**src/rtl/cla_bist_nbit.sv**
```systemverilog
// cla_bist_nbit: parametrised carry-lookahead adder with a registered result
// and a built-in self-test engine. The engine has an LFSR pattern source, a
// MISR response compactor and an IDLE/RUN/DONE controller.
// Optional build macro CLA_FAULT_INJECT_EN adds input fault_inj_i. While
// fault_inj_i is high, it forces internal carry c[FAULT_BIT] to 0.
module cla_bist_nbit #(
  parameter int               WIDTH       = 6,
  parameter int               BIST_CYCLES = 64,
  parameter logic [2*WIDTH:0] LFSR_SEED   = 13'h0001,
  parameter logic [2*WIDTH:0] LFSR_MASK   = 13'h100D,
  parameter logic [WIDTH:0]   MISR_MASK   = 7'h60,
  parameter logic [WIDTH:0]   GOLDEN_SIG  = 7'h00,
  parameter int               FAULT_BIT   = 1
) (
  input  logic             clk,
  input  logic             rst_n,
  input  logic             in_valid_i,
  output logic             in_ready_o,
  input  logic [WIDTH-1:0] a_i,
  input  logic [WIDTH-1:0] b_i,
  input  logic             cin_i,
  output logic             out_valid_o,
  output logic [WIDTH-1:0] sum_o,
  output logic             cout_o,
  input  logic             bist_start_i,
  output logic             bist_busy_o,
  output logic             bist_done_o,
  output logic             bist_pass_o,
  output logic [WIDTH:0]   signature_o
`ifdef CLA_FAULT_INJECT_EN
  ,
  input  logic             fault_inj_i
`endif
);

  localparam int PW = 2 * WIDTH + 1;
  localparam int CW = (BIST_CYCLES > 1) ? $clog2(BIST_CYCLES) : 1;
  localparam logic [CW-1:0] CNT_LAST = CW'(BIST_CYCLES - 1);

  typedef enum logic [1:0] {
    IDLE = 2'd0,
    RUN  = 2'd1,
    DONE = 2'd2
  } state_t;

  state_t         state_q;
  logic [PW-1:0]  pat_q;
  logic [WIDTH:0] sig_q;
  logic [CW-1:0]  cnt_q;
  logic           pass_q;

  logic             out_valid_q;
  logic [WIDTH-1:0] sum_q;
  logic             cout_q;

  // Core operands: the pattern register drives the adder while the self-test runs
  logic [WIDTH-1:0] core_a;
  logic [WIDTH-1:0] core_b;
  logic             core_cin;
  logic             in_run;

  assign in_run   = (state_q == RUN);
  assign core_a   = in_run ? pat_q[WIDTH-1:0]       : a_i;
  assign core_b   = in_run ? pat_q[2*WIDTH-1:WIDTH] : b_i;
  assign core_cin = in_run ? pat_q[2*WIDTH]         : cin_i;

  // Generate and propagate terms, one per bit
  logic [WIDTH-1:0] g;
  logic [WIDTH-1:0] p;

  genvar gi;
  generate
    for (gi = 0; gi < WIDTH; gi++) begin : g_gp
      assign g[gi] = core_a[gi] & core_b[gi];
      assign p[gi] = core_a[gi] ^ core_b[gi];
    end
  endgenerate

  // Carry chain. c[i] is the carry into bit i. A forced carry also feeds the higher bits.
  logic [WIDTH:0] c;

  always_comb begin
    logic carry;
    carry = core_cin;
    c     = '0;
    for (int i = 0; i < WIDTH; i++) begin
`ifdef CLA_FAULT_INJECT_EN
      if ((i == FAULT_BIT) && fault_inj_i) begin
        carry = 1'b0;
      end
`endif
      c[i]  = carry;
      carry = g[i] | (p[i] & carry);
    end
    c[WIDTH] = carry;
  end

  logic [WIDTH-1:0] core_sum;
  logic [WIDTH:0]   core_res;

  assign core_sum = p ^ c[WIDTH-1:0];
  assign core_res = {c[WIDTH], core_sum};

  // Next pattern and next signature while running
  logic [PW-1:0]  pat_next;
  logic [WIDTH:0] sig_next;

  assign pat_next = {pat_q[PW-2:0], ^(pat_q & LFSR_MASK)};
  assign sig_next = {sig_q[WIDTH-1:0], ^(sig_q & MISR_MASK)} ^ core_res;

  // A start request takes priority over a functional beat in the same cycle
  logic accept;

  assign in_ready_o = !in_run && !bist_start_i;
  assign accept     = in_valid_i && in_ready_o;

  // BIST controller: state, pattern, signature, count and verdict
  always_ff @(posedge clk or negedge rst_n) begin
    if (!rst_n) begin
      state_q <= IDLE;
      pat_q   <= LFSR_SEED;
      sig_q   <= '0;
      cnt_q   <= '0;
      pass_q  <= 1'b0;
    end else begin
      case (state_q)
        IDLE, DONE: begin
          if (bist_start_i) begin
            state_q <= RUN;
            pat_q   <= LFSR_SEED;
            sig_q   <= '0;
            cnt_q   <= '0;
            pass_q  <= 1'b0;
          end
        end
        RUN: begin
          sig_q <= sig_next;
          pat_q <= pat_next;
          cnt_q <= cnt_q + 1'b1;
          if (cnt_q == CNT_LAST) begin
            state_q <= DONE;
            pass_q  <= (sig_next == GOLDEN_SIG);
          end
        end
        default: begin
          state_q <= IDLE;
        end
      endcase
    end
  end

  // Functional result register: capture on an accepted beat, otherwise hold
  always_ff @(posedge clk or negedge rst_n) begin
    if (!rst_n) begin
      out_valid_q <= 1'b0;
      sum_q       <= '0;
      cout_q      <= 1'b0;
    end else begin
      out_valid_q <= accept;
      if (accept) begin
        sum_q  <= core_sum;
        cout_q <= core_res[WIDTH];
      end
    end
  end

  assign out_valid_o = out_valid_q;
  assign sum_o       = sum_q;
  assign cout_o      = cout_q;
  assign bist_busy_o = in_run;
  assign bist_done_o = (state_q == DONE);
  assign bist_pass_o = pass_q;
  assign signature_o = sig_q;

endmodule

```
**config.mk**
```make
export PLATFORM = sky130hd
export DESIGN_NAME = cla_bist_nbit
export DESIGN_NICKNAME = d
export VERILOG_FILES = /design/src/rtl/cla_bist_nbit.sv
export SDC_FILE = /design/constraint.sdc
export NUM_CORES = 1
export LEC_CHECK = 0
export CAP_MARGIN = 20
export CORE_ASPECT_RATIO = 1.4
export CORE_MARGIN = 4
export CORE_UTILIZATION = 30
export CTS_CLUSTER_DIAMETER = 150
export DETAILED_ROUTE_END_ITERATION = 8
export PLACE_DENSITY = 0.51
export RECOVER_POWER = 100
export SYNTH_ARGS = -nofsm -noshare
export SYNTH_HDL_FRONTEND = slang
export SYNTH_SLANG_ARGS = --single-unit
```
**constraint.sdc**
```tcl
create_clock -name clk -period 11.5 [get_ports clk]
set_clock_uncertainty 0.05 [all_clocks]
set_input_delay 1.725 -clock clk [delete_from_list [all_inputs] [get_ports clk]]
set_output_delay 1.725 -clock clk [all_outputs]
set_load 0.05 [all_outputs]
```
After elaboration in Yosys (flattened, before gate mapping)
Cells that the tools add are included.
Operators by class
  $add $sub $neg: 1
  equal/unequal tests: 5
  multiplexer cells: 15
  bitwise gates (word level): 26
  reduce and logical (&&, ||, !) cells: 13
Operators with widths (count)
  13-bit one-hot mux with 2 select lines: 1
  6-bit 2-to-1 mux: 3
  7-bit one-hot mux with 2 select lines: 1
  13-bit 2-to-1 mux: 1
  13-bit parity: 1
  1-bit bitwise AND: 12
  6-bit one-hot mux with 2 select lines: 1
  7-bit zero test: 1
  7-bit 2-to-1 mux: 1
  7-bit parity: 1
  7-bit XOR: 1
  6-bit by 1-bit adder with 6-bit output (second input constant): 1
  6-bit == test (second input constant): 1
  1-bit bitwise OR: 6
  1-bit XOR: 6
  6-bit XOR: 1
  2-bit 2-to-1 mux: 2
  2-bit one-hot mux with 2 select lines: 1
  2-bit AND reduction: 2
  1-bit 2-to-1 mux: 3
  3-bit AND reduction: 1
  2-bit by 1-bit == test with 1-bit output (second input constant): 1
  2-bit == test (second input constant): 1
  1-bit logical AND: 2
  other kinds (7): 8
Storage, ports and cells
  bits in registers: 37
  input port bits: 17
  output and inout port bits: 19
  word-level logic and storage cells: 68

Logic depth before layout (Yosys ltp)
Gate-level depths: netlist of run 1.
  word-level depth: 19
  depth in mapped cells: 17
  depth with buffers taken out: 15

Worst setup path after synthesis of run 1
No wires, ideal clock.
  path type: input to register
  from: input a_i[0]
  to: register pass_q (netlist: bist_pass_o)
  setup time: 83 ps
  arrival time: 4469 ps
  required time: 11367 ps
  path slack: 6898 ps
  cell stages on the path: 13
  path buffers: 0
  cell sequence: mux2i_1 > fa_1 > fa_1 > fa_1 > inv_1 > fa_1 > fa_1 > inv_1 > fa_1 > xnor2_1 > nor4_1 > nand3b_1 > o21ai_0
Between the ends
  longest elaborated chain between the ends: 18
  elaborated cells on any way between the ends: 20
  those cells by class: 3 x mux; 16 x bitwise; 1 x reduce/logical
RTL lines
  start: declaration: line 19  | input logic [WIDTH-1:0] a_i,
  6-bit 2-to-1 mux (*): line 63  | assign core_a = in_run ? pat_q[WIDTH-1:0] : a_i;
  1-bit XOR: line 75  | assign p[gi] = core_a[gi] ^ core_b[gi];
  1-bit bitwise AND: line 93  | carry = g[i] | (p[i] & carry);
  1-bit bitwise OR: line 93
  1-bit bitwise AND: line 93
  1-bit bitwise OR: line 93
  1-bit bitwise AND: line 93
  1-bit bitwise OR: line 93
  (+2 left out)
  1-bit bitwise AND: line 93
  1-bit bitwise OR: line 93
  1-bit bitwise AND: line 93
  1-bit bitwise OR: line 93
  7-bit XOR (*): line 109  | assign sig_next = {sig_q[WIDTH-1:0], ^(sig_q & MISR_MASK)} ^ core_res;
  7-bit zero test (*): line 142  | pass_q <= (sig_next == GOLDEN_SIG);
  1-bit 2-to-1 mux (*): line 140  | if (cnt_q == CNT_LAST) begin
  1-bit one-hot mux with 2 select lines (*): line 126  | case (state_q)
  end signal: assignment: line 142
  end: declaration: line 50  | logic pass_q;
Every way passes the cells marked *; elsewhere a longest branch is shown, timed or not. The select of a mux whose other input is x is not followed.
A chain may end at the register's enable or synchronous reset.

Final worst setup path of run 1
  from: register state_q[0]
  to: register pass_q (netlist: bist_pass_o)
Between the ends
  longest elaborated chain between the ends: 19
  elaborated cells on any way between the ends: 40
  those cells by class: 4 x eq/ne; 5 x mux; 26 x bitwise; 5 x reduce/logical
RTL lines
  start: declaration: line 46  | state_t state_q;
  start signal: assignment: line 120  | state_q <= IDLE;
  start signal: assignment: line 129  | state_q <= RUN;
  start signal: assignment: line 141  | state_q <= DONE;
  2-bit by 1-bit == test with 1-bit output: line 62, 126
  6-bit 2-to-1 mux, on equally long branches: line 63, 64
  1-bit XOR: line 75
  1-bit bitwise AND: line 93
  1-bit bitwise OR: line 93
  1-bit bitwise AND: line 93
  1-bit bitwise OR: line 93
  1-bit bitwise AND: line 93
  (+3 left out)
  1-bit bitwise AND: line 93
  1-bit bitwise OR: line 93
  1-bit bitwise AND: line 93
  1-bit bitwise OR: line 93
  7-bit XOR: line 109
  7-bit zero test: line 142
  1-bit 2-to-1 mux: line 140
  1-bit one-hot mux with 2 select lines: line 126
Several ways; a longest one is shown, not always the timed one. The select of a mux whose other input is x is not followed.

==> results.txt, run 1 <==
Worst path max stage delay - 1.50 ns
Worst path slowest cell - clkinvlp_2
Clock transition at path regs - 0.08 ns
HP Start - sum_o[1]
Data arrival, critical path - 6.09 ns
DRT iter0 DRCs - 90
Wire per inst - 17.0 microns
Core ar. - 0.00590 sq mm
Seq cells post-synth - 37
Setup WS post-layout - 5.56 ns
Longest Clk Path Bufs - 2
Die W - 74.1 microns
Post-DP HPWL - 3.22 mm
Endpoint of the worst hold path - sum_o[1]
Antenna diodes - 0
Synth Area in Compound Gates - 14.9%
Register-to-Register Path Depth - 15
GR Overflow Total - 0
RSZ-0062 raised after global routing - no
Mux share of post-synthesis cell area - 6.69%
Post-synth ARST share - 100%
Hold path depth - 2
Largest family of logic cells by synthesized area - compound AO/OA/AOI/OAI gates
Synth top area share - 49.1%
Count leader, synth - dfrtp_1
Die ar. - 0.00744 sq mm
TritonCTS Buffers - 5
GP Congestion - 0.775
Placed Cells - 253
Mapped Cells - 154
Netlist Area Pre-Place - 0.00183 sq mm
Post-synthesis sequential area ratio - 50.6%
CP Capture Type - register
Std cell rows - 33
Startpoint Class - register
Status - finished, violations left
RR Endpoint - bist_pass_o
Critical path type - reg -> reg
Chip height - 100 microns
Fin util - 38.6%
CTS tree - yes
Crit path required time - 11.66 ns
First-pass GRT wire length - 7.50 mm
Top delay family on crit path - adder cells
Post-place setup slack - 6.21 ns
Minimum clock period - 5.94 ns
HP Class - reg -> reg
# clock sinks - 37
Adder-cell share of the synthesized area - 7.24%
Initial Util - 31.0%
DR pass1 iterations - 4
DRC viols - 0
Worst flop-to-flop path startpoint - state_q[0]
Number of synthesized flops with an enable pin - 0
Post-CTS Setup Inserts - 0
Slew Limit Fails - 78
Share of cells above drive strength 1 - 6.28%
Area growth syn-to-layout - 24.4%
Vias in the first global route - 1402
Post-DRT Antenna Nets - 0
Top FF cell, synth - dfrtp_1
Sequential Area - 927 sq um
Synthesized net count - 178
Failing checks - max-capacitance violations, max-slew violations
CP bufs+invs - 3
Max-cap violations - 2
Post_cts resized - 0
Via Count - 1324
Multi-input gate area - 811 sq um
Synth unique cells - 35
Synth Area in Simple Gates - 11.1%
# IOs - 36
CTS Root Cell - clkbuf_8
Fmax - 0.168 GHz
Yosys warning count - 0
Final period util - 51.6%
CTS H-tree depth - 2
Post-synthesis xor/xnor area fraction - 5.26%
Synth area leader - dfrtp_1
Number of fill cells - 576
Crit-path max FO - 39
Final Hold Viols - 0
Top cells by instance count after synthesis - dfrtp_1, nand2_1, a22o_1
Fin cells - 261
Synth area leaders - dfrtp_1, a22o_1, fa_1
Setup tns final - 0 ns
Vias per cell - 5.07
Most used cell, CP - fa_1
Antenna violations before repair - 0
Slew headroom - -36.9%
Avg Synthesized Cell Area - 11.9 sq um
Clk_lat worst skew - 0.29 ns
Largest net degree at the start of global routing - 40
Worst-Margin Slew - 2.05 ns
R2R setup slack - 5.56 ns
Total Wirelength - 4.45 mm
Port buffer count - 35
Nets - 214
Post-cts hold buffer count - 0
All-Layer GR Usage - 13.3%
Final-report setup violation count - 0
CP Cell Sequence - nand2b_1, clkinvlp_2, mux2i_1, fa_1, fa_1, fa_1, inv_1, fa_1, fa_1, inv_1, fa_1, xnor2_1, nor4_1, nand3b_1, o21ai_0
per-stage QoR:
step	area, sq um	hold slack [ns]
5_1_grt	2280	0.475
3_5_place_dp	2220	0.420
2_1_floorplan	1830	0.395
4_1_cts	2300	0.438
6_report	2280	0.432
3_3_place_gp	2220	0.412
area by class of cell:
type | instances | area share [%]
multi-input combinational | 105 | 35.5
clock buffer | 7 | 3.35
tap | 70 | 3.84
timing repair buffer | 36 | 15.5
sequential | 37 | 40.6
clock inverter | 1 | 0.219
inverter | 5 | 0.878
worst max-delay path by stage:
stage / from / cells after the start / to
global route: state_q[1] / 15 / bist_pass_o
global placement: a_i[0] / 14 / bist_pass_o
CTS: a_i[0] / 14 / bist_pass_o
finish: state_q[0] / 15 / bist_pass_o
detailed placement: a_i[0] / 14 / bist_pass_o
floorplan: a_i[0] / 13 / bist_pass_o
layer usage:
| metal | wire, microns | vias to the layer above | GRT usage, % | part of all wire (%) |
|---|---|---|---|---|
| li1 | - | 617 | - | - |
| met1 | 2000 | 670 | 17.6 | 45 |
| met2 | 2200 | 32 | 21.6 | 49 |
| met3 | 170 | 5 | 2.20 | 3.8 |
| met4 | 80 | 0 | 5.02 | 1.8 |
| met5 | 0 | - | 0 | 0 |
tightest hold or removal path, cell delays in order (launching register included):
cell and delay [ns]:
dfrtp_1 0.34, nand2_1 0.05, o21ai_0 0.06
state kept, by name (all words and copies together) (netlist names):
| name | flops |
|---|---|
| bist_pass_o | 1 |
| cnt_q | 6 |
| cout_o | 1 |
| out_valid_o | 1 |
| pat_q | 13 |
| signature_o | 7 |
| state_q | 2 |
| sum_o | 6 |
cell families after synthesis:
group	Yosys count
AOI/OAI and AO/OA	35
muxes	12
adders and majority gates	7
buffers and inverters	12
DFF	37
xor gates and xnor gates	11
and+or+nand+nor	40
placed cells by master (no fill, tap or decap), drive strengths merged, types with 6 or more instances in the layout:
cell type and count:
dfrtp 36, clkdlybuf4s50 14, nand2 23, dlygate4sd3 21
mux2i 10, a22o 20, o21ai 9, xnor2 8
fa 6, clkbuf 8
Power of run 1 is left out: the tool's default activity adds up to more than one toggle a clock period on the data nets, which glitch-free logic cannot reach.
==> inputs of run 2 (changes only) <==
--- a/config.mk
+++ b/config.mk
@@ -11,7 +11,7 @@
 export CORE_UTILIZATION = 30
 export CTS_CLUSTER_DIAMETER = 150
 export DETAILED_ROUTE_END_ITERATION = 8
-export PLACE_DENSITY = 0.51
+export PLACE_DENSITY = 0.53
 export RECOVER_POWER = 100
 export SYNTH_ARGS = -nofsm -noshare
 export SYNTH_HDL_FRONTEND = slang
==> constraint.sdc (replaced) <==
create_clock -name clk -period 5.3 [get_ports clk]
set_clock_uncertainty 0.05 [all_clocks]
set_input_delay 0.795 -clock clk [delete_from_list [all_inputs] [get_ports clk]]
set_output_delay 0.795 -clock clk [all_outputs]
set_load 0.05 [all_outputs]
==> results.txt, run 2 (synthesized netlist as in run 1, its figures left out) <==
Status - finished, violations left
Failing checks - max-capacitance violations, max-slew violations
HP Class - reg -> reg
# clock sinks - 37
Worst flop-to-flop path startpoint - state_q[1]
Most frequent cells in the layout - dfrtp_1, nand2_1, dlygate4sd3_1
Fmax - 0.220 GHz
Vias per cell - 4.98
# IOs - 36
CTS tree - yes
Std cell rows - 33
Final-report setup violation count - 0
Critical Path Start - state_q[1]
Startpoint Class - register
Final Hold Viols - 0
CTS H-tree depth - 2
DR pass1 iterations - 4
Post-CTS Setup Inserts - 0
Post-cts hold buffer count - 0
Fin util - 38.5%
TritonCTS Buffers - 5
Fin cells - 260
Die ar. - 0.00744 sq mm
Crit-path max FO - 39
Nets - 214
Post-DRT Antenna Nets - 0
Worst-Margin Slew - 1.99 ns
Slew headroom - -32.8%
Slew Limit Fails - 38
Flip-flop count of the largest register after layout - 13
Share of cells above drive strength 1 - 5.79%
Minimum clock period - 4.54 ns
First-pass GRT wire length - 7.15 mm
Multi-input gate area - 796 sq um
CTS Root Cell - clkbuf_8
Wire per inst - 16.6 microns
Top reg by flops - pat_q
R2R setup slack - 0.76 ns
RR Endpoint - bist_pass_o
Antenna violations before repair - 0
Placed Cells - 253
Total Wirelength - 4.32 mm
Final period util - 85.6%
Longest Clk Path Bufs - 2
GR Overflow Total - 0
Via Count - 1296
Die W - 74.1 microns
GP Congestion - 0.813
Post-DP HPWL - 3.21 mm
Largest net degree at the start of global routing - 40
CP Capture Type - register
Clk_lat worst skew - 0.28 ns
Critical path type - reg -> reg
Max-cap violations - 1
Antenna diodes - 0
Number of fill cells - 564
Sequential Area - 927 sq um
DRT iter0 DRCs - 49
Data arrival, critical path - 4.69 ns
Setup tns final - 0 ns
Crit path required time - 5.46 ns
Register-to-Register Path Depth - 15
Initial Util - 31.0%
Chip height - 100 microns
Commonest non-fill, non-tap cell in the layout - dfrtp_1
RSZ-0062 raised after global routing - no
DRC viols - 0
Post_cts resized - 0
Port buffer count - 35
All-Layer GR Usage - 12.8%
Core ar. - 0.00590 sq mm
CP Capture Point - bist_pass_o
Hold path depth - 2
Vias in the first global route - 1429
Area growth syn-to-layout - 24.0%
Clock transition at path regs - 0.07 ns
## run 2: layout make-up
cell class	instances	area share (%)
inverters	5	0.936
repair buffers	36	15.6
well taps	70	3.85
clock buffers	7	3.80
multi-input cells	105	35.0
flip-flops and latches	37	40.8
## run 2: how the worst min path moves through the flow
stage	from	endpoint	slack, ns
floorplan	cnt_q[4]	cnt_q[4]	0.40
global placement	cnt_q[4]	cnt_q[4]	0.41
detailed placement	sum_o[0]	sum_o[0]	0.43
CTS	sum_o[0]	sum_o[0]	0.44
global route	sum_o[2]	sum_o[2]	0.45
finish	sum_o[0]	sum_o[0]	0.43
## run 2: per-stage QoR
stage	hold WS (ns)	cell area, sq um	setup slack (ns)
2_1_floorplan	0.395	1830	1.50
3_3_place_gp	0.414	2220	1.03
3_5_place_dp	0.425	2220	0.886
4_1_cts	0.441	2310	0.913
5_1_grt	0.450	2270	0.496
6_report	0.428	2270	0.762
## run 2: critical path, stage by stage, from the launching register on
cell and delay (ns):
dfrtp_1 0.38, nand2b_1 0.45, inv_4 0.50, mux2i_1 0.17
fa_1 0.42, fa_1 0.39, fa_1 0.38, inv_1 0.09
fa_1 0.19, fa_1 0.18, inv_1 0.05, fa_1 0.47
xnor2_1 0.16, nor4_1 0.30, nand3b_1 0.11, o21ai_0 0.15
## run 2: routing by layer
layer  vias up  track usage (%)  share of wire [%]
met5         -                0                  0
met4         0             5.44                1.9
met3         5             2.00                4.0
met2        29             23.0                 55
met1       654             14.6                 39
li1        608                -                  -
Power of run 2 is left out for the same reason.
